### src/rtl/adc_pkg.sv
// rtl/adc_pkg.sv - shared constants for the multi-slope ADC sequencer
//
// Purpose: state encodings, analog mux switch codes and the default counter
// width used by adc_multislope_seq and its helpers.
// Ports: none (package).

package adc_pkg;

  localparam int CNT_W_DEF = 24;

  // FSM state encodings
  localparam logic [2:0] ST_IDLE    = 3'd0;
  localparam logic [2:0] ST_SHORT   = 3'd1;
  localparam logic [2:0] ST_RUNUP   = 3'd2;
  localparam logic [2:0] ST_RUNDOWN = 3'd3;
  localparam logic [2:0] ST_DONE    = 3'd4;

  // Integrator input switches, bit order {SIG, N, P}
  localparam logic [2:0] MUX_OFF = 3'b000;
  localparam logic [2:0] MUX_P   = 3'b001;
  localparam logic [2:0] MUX_N   = 3'b010;
  localparam logic [2:0] MUX_SIG = 3'b100;

  // Run-up switch setting: signal plus the reference that opposes the
  // integrator drift seen by the comparator.
  function automatic logic [2:0] runup_mux(input logic i_neg);
    return MUX_SIG | (i_neg ? MUX_N : MUX_P);
  endfunction

endpackage

### src/rtl/cmpr_sync.sv
// rtl/cmpr_sync.sv - two-flop synchroniser with edge detect for async inputs
//
// Purpose: brings an asynchronous level into the clk domain and flags its
// rising and falling edges. Edge flags lag the pin by two clocks and are
// combinational from the last two flops, so a registered consumer acts on
// the third clock.
// Ports:
//   clk, rst   system clock, asynchronous active-high reset
//   i_async    asynchronous input
//   o_level    synchronised level
//   o_rise     one-clock pulse on a synchronised rising edge
//   o_fall     one-clock pulse on a synchronised falling edge

module cmpr_sync (
  input  logic clk,
  input  logic rst,
  input  logic i_async,
  output logic o_level,
  output logic o_rise,
  output logic o_fall
);

  logic r_s1;
  logic r_s2;
  logic r_s3;

  always_ff @(posedge clk or posedge rst) begin
    if (rst) begin
      r_s1 <= 1'b0;
      r_s2 <= 1'b0;
      r_s3 <= 1'b0;
    end else begin
      r_s1 <= i_async;
      r_s2 <= r_s1;
      r_s3 <= r_s2;
    end
  end

  assign o_level = r_s2;
  assign o_rise  = r_s2 & ~r_s3;
  assign o_fall  = ~r_s2 & r_s3;

endmodule

### src/rtl/adc_multislope_seq.sv
// rtl/adc_multislope_seq.sv - multi-slope integrating ADC conversion sequencer
//
// Purpose: shorts the integrator, runs fixed-length run-up phases steering the
// reference by the comparator, times a single-slope run-down to the comparator
// crossing, latches the counts and raises an interrupt.
// Ports:
//   clk, rst          system clock, asynchronous active-high reset
//   run               level; 1 keeps converting, 0 stops after current one
//   cfg_*             short length, phase length, force-P clock, phase count
//   cmpr_in           asynchronous comparator output
//   mux               {SIG, N, P} switch controls
//   int_short         integrator reset switch
//   cmpr_latch        comparator latch enable (0 = transparent)
//   res_*             latched results; res_valid pulses one clock
//   irq_n             active-low interrupt, held IRQ_CLKS clocks

module adc_multislope_seq
  import adc_pkg::*;
#(
  parameter int               CNT_W      = CNT_W_DEF,
  parameter int               IRQ_CLKS   = 16,
  parameter logic [CNT_W-1:0] RD_TIMEOUT = {CNT_W{1'b1}}
) (
  input  logic             clk,
  input  logic             rst,
  input  logic             run,
  input  logic [CNT_W-1:0] cfg_short_clks,
  input  logic [CNT_W-1:0] cfg_phase_clks,
  input  logic [CNT_W-1:0] cfg_fix_clks,
  input  logic [CNT_W-1:0] cfg_phases,
  input  logic             cmpr_in,
  output logic [2:0]       mux,
  output logic             int_short,
  output logic             cmpr_latch,
  output logic [CNT_W-1:0] res_up,
  output logic [CNT_W-1:0] res_down,
  output logic [CNT_W-1:0] res_rundown,
  output logic             res_dir,
  output logic             res_err,
  output logic             res_valid,
  output logic             irq_n
);

  localparam int               IRQ_W    = $clog2(IRQ_CLKS) + 1;
  localparam logic [IRQ_W-1:0] IRQ_LAST = IRQ_W'(IRQ_CLKS - 1);
  localparam logic [CNT_W-1:0] ONE      = CNT_W'(1);

  logic [2:0]       r_state;
  logic [2:0]       r_mux;
  logic             r_int_short;
  logic             r_cmpr_latch;
  logic             r_irq_n;
  logic             r_valid;
  logic [IRQ_W-1:0] r_irq_cnt;

  // Shadow copies of the configuration, frozen for one conversion
  logic [CNT_W-1:0] r_sh_short;
  logic [CNT_W-1:0] r_sh_phase_clks;
  logic [CNT_W-1:0] r_sh_fix;
  logic [CNT_W-1:0] r_sh_phases;

  logic [CNT_W-1:0] r_cnt;      // short clock or phase clock
  logic [CNT_W-1:0] r_phase;
  logic [CNT_W-1:0] r_up;
  logic [CNT_W-1:0] r_down;
  logic [CNT_W-1:0] r_rd_cnt;
  logic             r_dir;

  logic [CNT_W-1:0] r_res_up;
  logic [CNT_W-1:0] r_res_down;
  logic [CNT_W-1:0] r_res_rundown;
  logic             r_res_dir;
  logic             r_res_err;

  logic             w_level;
  logic             w_rise;
  logic             w_fall;
  logic             w_edge;
  logic             w_start;
  logic [CNT_W-1:0] w_rd_next;
  logic [CNT_W-1:0] w_phase_next;

  cmpr_sync u_cmpr_sync (
    .clk     (clk),
    .rst     (rst),
    .i_async (cmpr_in),
    .o_level (w_level),
    .o_rise  (w_rise),
    .o_fall  (w_fall)
  );

  assign w_edge       = w_rise | w_fall;
  assign w_rd_next    = r_rd_cnt + ONE;
  assign w_phase_next = r_phase + ONE;

  // A new conversion begins from IDLE, or straight out of DONE once the
  // interrupt window has elapsed, whenever run is high.
  assign w_start = run & ((r_state == ST_IDLE) |
                          ((r_state == ST_DONE) & (r_irq_cnt == IRQ_LAST)));

  always_ff @(posedge clk or posedge rst) begin
    if (rst) begin
      r_state         <= ST_IDLE;
      r_mux           <= MUX_OFF;
      r_int_short     <= 1'b0;
      r_cmpr_latch    <= 1'b1;
      r_irq_n         <= 1'b1;
      r_valid         <= 1'b0;
      r_irq_cnt       <= '0;
      r_sh_short      <= '0;
      r_sh_phase_clks <= '0;
      r_sh_fix        <= '0;
      r_sh_phases     <= '0;
      r_cnt           <= '0;
      r_phase         <= '0;
      r_up            <= '0;
      r_down          <= '0;
      r_rd_cnt        <= '0;
      r_dir           <= 1'b0;
      r_res_up        <= '0;
      r_res_down      <= '0;
      r_res_rundown   <= '0;
      r_res_dir       <= 1'b0;
      r_res_err       <= 1'b0;
    end else begin
      r_valid <= 1'b0;
      case (r_state)
        ST_IDLE: ;
        ST_SHORT: begin
          if (r_cnt == r_sh_short - ONE) begin
            r_state     <= ST_RUNUP;
            r_int_short <= 1'b0;
            r_mux       <= MUX_SIG | MUX_P;
            r_cnt       <= '0;
            r_phase     <= '0;
            r_up        <= '0;
            r_down      <= '0;
          end else begin
            r_cnt <= r_cnt + ONE;
          end
        end
        ST_RUNUP: begin
          if (r_cnt == r_sh_phase_clks - ONE) begin
            r_cnt   <= '0;
            r_phase <= w_phase_next;
            if (w_level) r_up   <= r_up + ONE;
            else         r_down <= r_down + ONE;
            if (w_phase_next == r_sh_phases) begin
              // Signal disconnects; the last sample picks the run-down reference
              r_state  <= ST_RUNDOWN;
              r_mux    <= w_level ? MUX_N : MUX_P;
              r_dir    <= w_level;
              r_rd_cnt <= '0;
            end else begin
              r_mux <= runup_mux(w_level);
            end
          end else begin
            r_cnt <= r_cnt + ONE;
            if (r_cnt == r_sh_fix) r_mux <= MUX_SIG | MUX_P;
          end
        end
        ST_RUNDOWN: begin
          r_rd_cnt <= w_rd_next;
          // The count includes the synchroniser lag; a crossing on the
          // timeout clock still counts as a good conversion.
          if (w_edge || (w_rd_next == RD_TIMEOUT)) begin
            r_state       <= ST_DONE;
            r_mux         <= MUX_OFF;
            r_cmpr_latch  <= 1'b1;
            r_irq_n       <= 1'b0;
            r_irq_cnt     <= '0;
            r_valid       <= 1'b1;
            r_res_up      <= r_up;
            r_res_down    <= r_down;
            r_res_rundown <= w_rd_next;
            r_res_dir     <= r_dir;
            r_res_err     <= ~w_edge;
          end
        end
        ST_DONE: begin
          r_irq_cnt <= r_irq_cnt + 1'b1;
          if (r_irq_cnt == IRQ_LAST) begin
            r_irq_n <= 1'b1;
            if (!run) r_state <= ST_IDLE;
          end
        end
        default: r_state <= ST_IDLE;
      endcase

      if (w_start) begin
        r_state         <= ST_SHORT;
        r_int_short     <= 1'b1;
        r_cmpr_latch    <= 1'b0;
        r_mux           <= MUX_OFF;
        r_cnt           <= '0;
        r_sh_short      <= cfg_short_clks;
        r_sh_phase_clks <= cfg_phase_clks;
        r_sh_fix        <= cfg_fix_clks;
        r_sh_phases     <= cfg_phases;
      end
    end
  end

  assign mux         = r_mux;
  assign int_short   = r_int_short;
  assign cmpr_latch  = r_cmpr_latch;
  assign irq_n       = r_irq_n;
  assign res_valid   = r_valid;
  assign res_up      = r_res_up;
  assign res_down    = r_res_down;
  assign res_rundown = r_res_rundown;
  assign res_dir     = r_res_dir;
  assign res_err     = r_res_err;

endmodule

### config.mk
export PLATFORM = sky130hd
export DESIGN_NAME = adc_multislope_seq
export DESIGN_NICKNAME = d
export VERILOG_FILES = /design/src/rtl/adc_pkg.sv /design/src/rtl/cmpr_sync.sv /design/src/rtl/adc_multislope_seq.sv
export SDC_FILE = /design/constraint.sdc
export NUM_CORES = 1
export LEC_CHECK = 0
export BUFFER_PORTS_ARGS = -buffer_cell sky130_fd_sc_hd__buf_2
export CAP_MARGIN = 0
export CORE_MARGIN = 2
export CORE_UTILIZATION = 40
export CTS_BUF_LIST = sky130_fd_sc_hd__clkbuf_8
export DETAILED_ROUTE_END_ITERATION = 10
export SYNTH_ARGS = -nofsm -noshare
export SYNTH_HDL_FRONTEND = slang
export SYNTH_SLANG_ARGS = --single-unit
### constraint.sdc
create_clock -name clk -period 18.1 [get_ports clk]
set_clock_uncertainty 0.15 [all_clocks]
set_input_delay 2.715 -clock clk [delete_from_list [all_inputs] [get_ports clk]]
set_output_delay 2.715 -clock clk [all_outputs]
set_load 0.03 [all_outputs]
==> metrics <==
status complete, no violations; gr usage total 21.9%; die width roughly 210 µm; VDD IR max 83.9 µV; CTS tree yes; Setup crit end kind flip-flop; Worst EP required roughly 19000 ps; Synth Register Bits 309; post-cts sizing count 0; CTS Buffer Depth 3; core area between 40000 and 50000 µm²; Post-synth EDFFs 0; Slowest cell on crit path or4_1; Synth Net Count ~2.1k; final-stage net count 2197; top cells by area, synth dfrtp_1 (44%), nand2_1 (8.9%), xnor2_1 (4.2%); Port Buf Inserts 180; CP startpoint r_sh_phase_clks[9]; PwrDens 153 nW/µm²; multi-input logic area a little under 9000 µm²; Synth Cell Area ~17000 µm²; DP Area 18600 µm²; Vias/cell 5.52; Worst Path Arrival 5010 ps; site row count 76; ys async rst share 100%; Slew Limit Fails 0; top cell type's share of synthesized area 44.4%; path type of the worst min-delay path flip-flop to flip-flop; post-CTS setup buffer count 0; most common cell after layout, fill and taps aside nand2_1; register area share after synthesis 44.7%; Final ANT Viol Nets 0; Max H-tree Level 2; Initial Utilization 40.3%; area leader, netlist dfrtp_1; FF/Latch Area 7730 µm²; share of cells above drive strength 1 17.5%; final setup fails 0; WL final 48500 µm; Cells after Synth 1971; most frequent cells in the layout nand2_1 (410), dfrtp_1 (307), buf_2 (180), a21oi_1 (91), nor2_1 (91); Setup Crit Path Kind flip-flop to flip-flop; vias in the first global route 14.6k; Worst-Margin Slew about 1100 ps; Root Buffer clkbuf_8; DRC errors left 0; Reg clk slew, reported paths 60 ps; Max-slew headroom 27.8%; Most used DFF post-synth dfrtp_1; R2R Path Start r_sh_phase_clks[9]; final non-filler cell area 19700 µm²; Top Ports 181; Hold Startpoint u_cmpr_sync.r_s1; wire per inst 17.9 µm; Sink Count 309; Via Count 15.0k; Skew-Pair Late Insertion Delay a little under 700 ps; 1st-iter DRT viols approximately 1.0k; minimum clock period 4590 ps; syn avg cell area roughly 9 µm²; Leak 8.90 nW; GP Congestion 0.906; Final Hold Fails 0; HPWL after detailed placement 33300 µm; Remaining Overflow, GRT 0; Initial DRT Pass Iterations 8; Die ar. 44900 µm²; first-pass GRT wire length between 70000 and 80000 µm; YS warnings 0; max_cap viols 0; RSZ-0062 raised after global routing no; die height about 210 µm; Most common cell on crit path or4_1; CP startpoint kind flip-flop; fmax about 220 MHz; CP peak stage delay ~850 ps; antenna violations before repair 0; CTS Buf Count 55; hold_buf cts 0; Setup TNS Final 0 ps; ant diodes 0; Layout area overhead 13.8%; Place WS 13360 ps; worst setup margin 13510 ps; worst path cell trace or4_4 > or3_1 > nor3_1 > mux2i_1 > a21boi_1 > o211ai_4 > or4_1 > or4_1 > a21oi_1; # fillers 4207; Unique masters post-synth 78; largest net degree at the start of global routing 93; Worst Path Max Fanout 18; fin crit share 25.4%
stage by stage:
stage / util, % / cells / hold WS [ps] / power (mW)
after floorplan: - / 1971 / 181 / 1.99
after global placement: 43.3 / 2615 / 219 / 2.29
after detailed placement: 43.3 / 2615 / 225 / 2.33
after CTS: 45.9 / 2710 / 202 / 3.02
after global routing: 45.9 / 2710 / 210 / 3.22
final: 45.9 / 2710 / 205 / 3.00
layout make-up:
cell class	count	share of cell area [%]
Multi-Input combinational cell	1486	45.3
Sequential cell	309	39.3
Timing Repair Buffer	193	5.07
Clock buffer	69	4.82
Tap cell	585	3.72
Clock inverter	26	0.922
Inverter	42	0.839
where the power goes:
group | total [mW] | leakage (nW) | internal (mW) | switching, mW
Clock | 0.682 | 0.636 | 0.372 | 0.310
Sequential | 1.14 | 4.06 | 0.865 | 0.279
Combinational | 1.18 | 4.20 | 0.445 | 0.732
Total | 3.00 | 8.90 | 1.68 | 1.32
worst max-delay path: cells and delay by family (launching register included):
family	cells	cell delay (ps)
flip-flops	1	460
multiplexers	1	330
AND/OR/NAND/NOR	5	2770
AO/OA/AOI/OAI	3	780
routing by layer:
layer / vias to the layer above / track usage (%) / wire length (µm)
met5: - / 0 / 0
li1: 7193 / - / -
met2: 440 / 34.8 / 22100
met1: 7222 / 29.9 / 22100
met3: 96 / 3.66 / 2890
met4: 0 / 8.23 / 1430
kinds of logic (layout without fill, tap and decap cells):
| group | count (synthesis) | after routing | synth area share (%) |
|---|---|---|---|
| multiplexers | 64 | 64 | 4.09 |
| AO/OA/AOI/OAI | 384 | 384 | 14.3 |
| adder cells (fa/ha/maj) | 10 | 10 | 0.723 |
| AND/OR/NAND/NOR | 886 | 886 | 25.1 |
| flip-flops | 309 | 309 | 44.7 |
| buffers and inverters | 176 | 330 | 3.91 |
| XOR/XNOR | 142 | 142 | 7.19 |
sequential cells by signal, indices dropped and copies added (netlist names), 3 cells and up:
register / flops
r_down: 24
res_up: 24
r_sh_short: 24
r_rd_cnt: 24
mux: 3
r_up: 24
r_sh_phase_clks: 24
res_down: 24
r_phase: 24
r_cnt: 24
r_state: 3
r_sh_phases: 24
r_sh_fix: 24
res_rundown: 24
r_irq_cnt: 5
synth_stat cells, types with 11 or more instances:
master,instances
xor2_1,59
xnor2_1,83
nand4_1,33
nor4_1,22
o21ai_0,83
dfrtp_1,307
nor2b_1,21
or3_1,26
and3_1,34
o31ai_1,36
nand2b_1,12
nand2_1,410
and2_1,17
o22ai_1,21
or2_2,14
nor2_1,93
o211ai_1,18
inv_1,41
a21oi_1,92
a31oi_1,37
nor3_1,44
nand3_1,69
mux2_2,54
clkbuf_1,118
and4_1,11
or4_1,44
path summary, 6_finish.rpt:
path                            cells past startpoint  slack (ps)                  end
worst max-delay path                                9       13510             r_up[16]
worst min-delay path                                0         200  u_cmpr_sync.o_level
worst max register to register                      9       13510             r_up[16]
worst min register to register                      0         200  u_cmpr_sync.o_level
max in group asynchronous                           3       14290            r_down[9]
min in group asynchronous                           2        1970           res_up[16]
(Power assumes the default switching activity.)
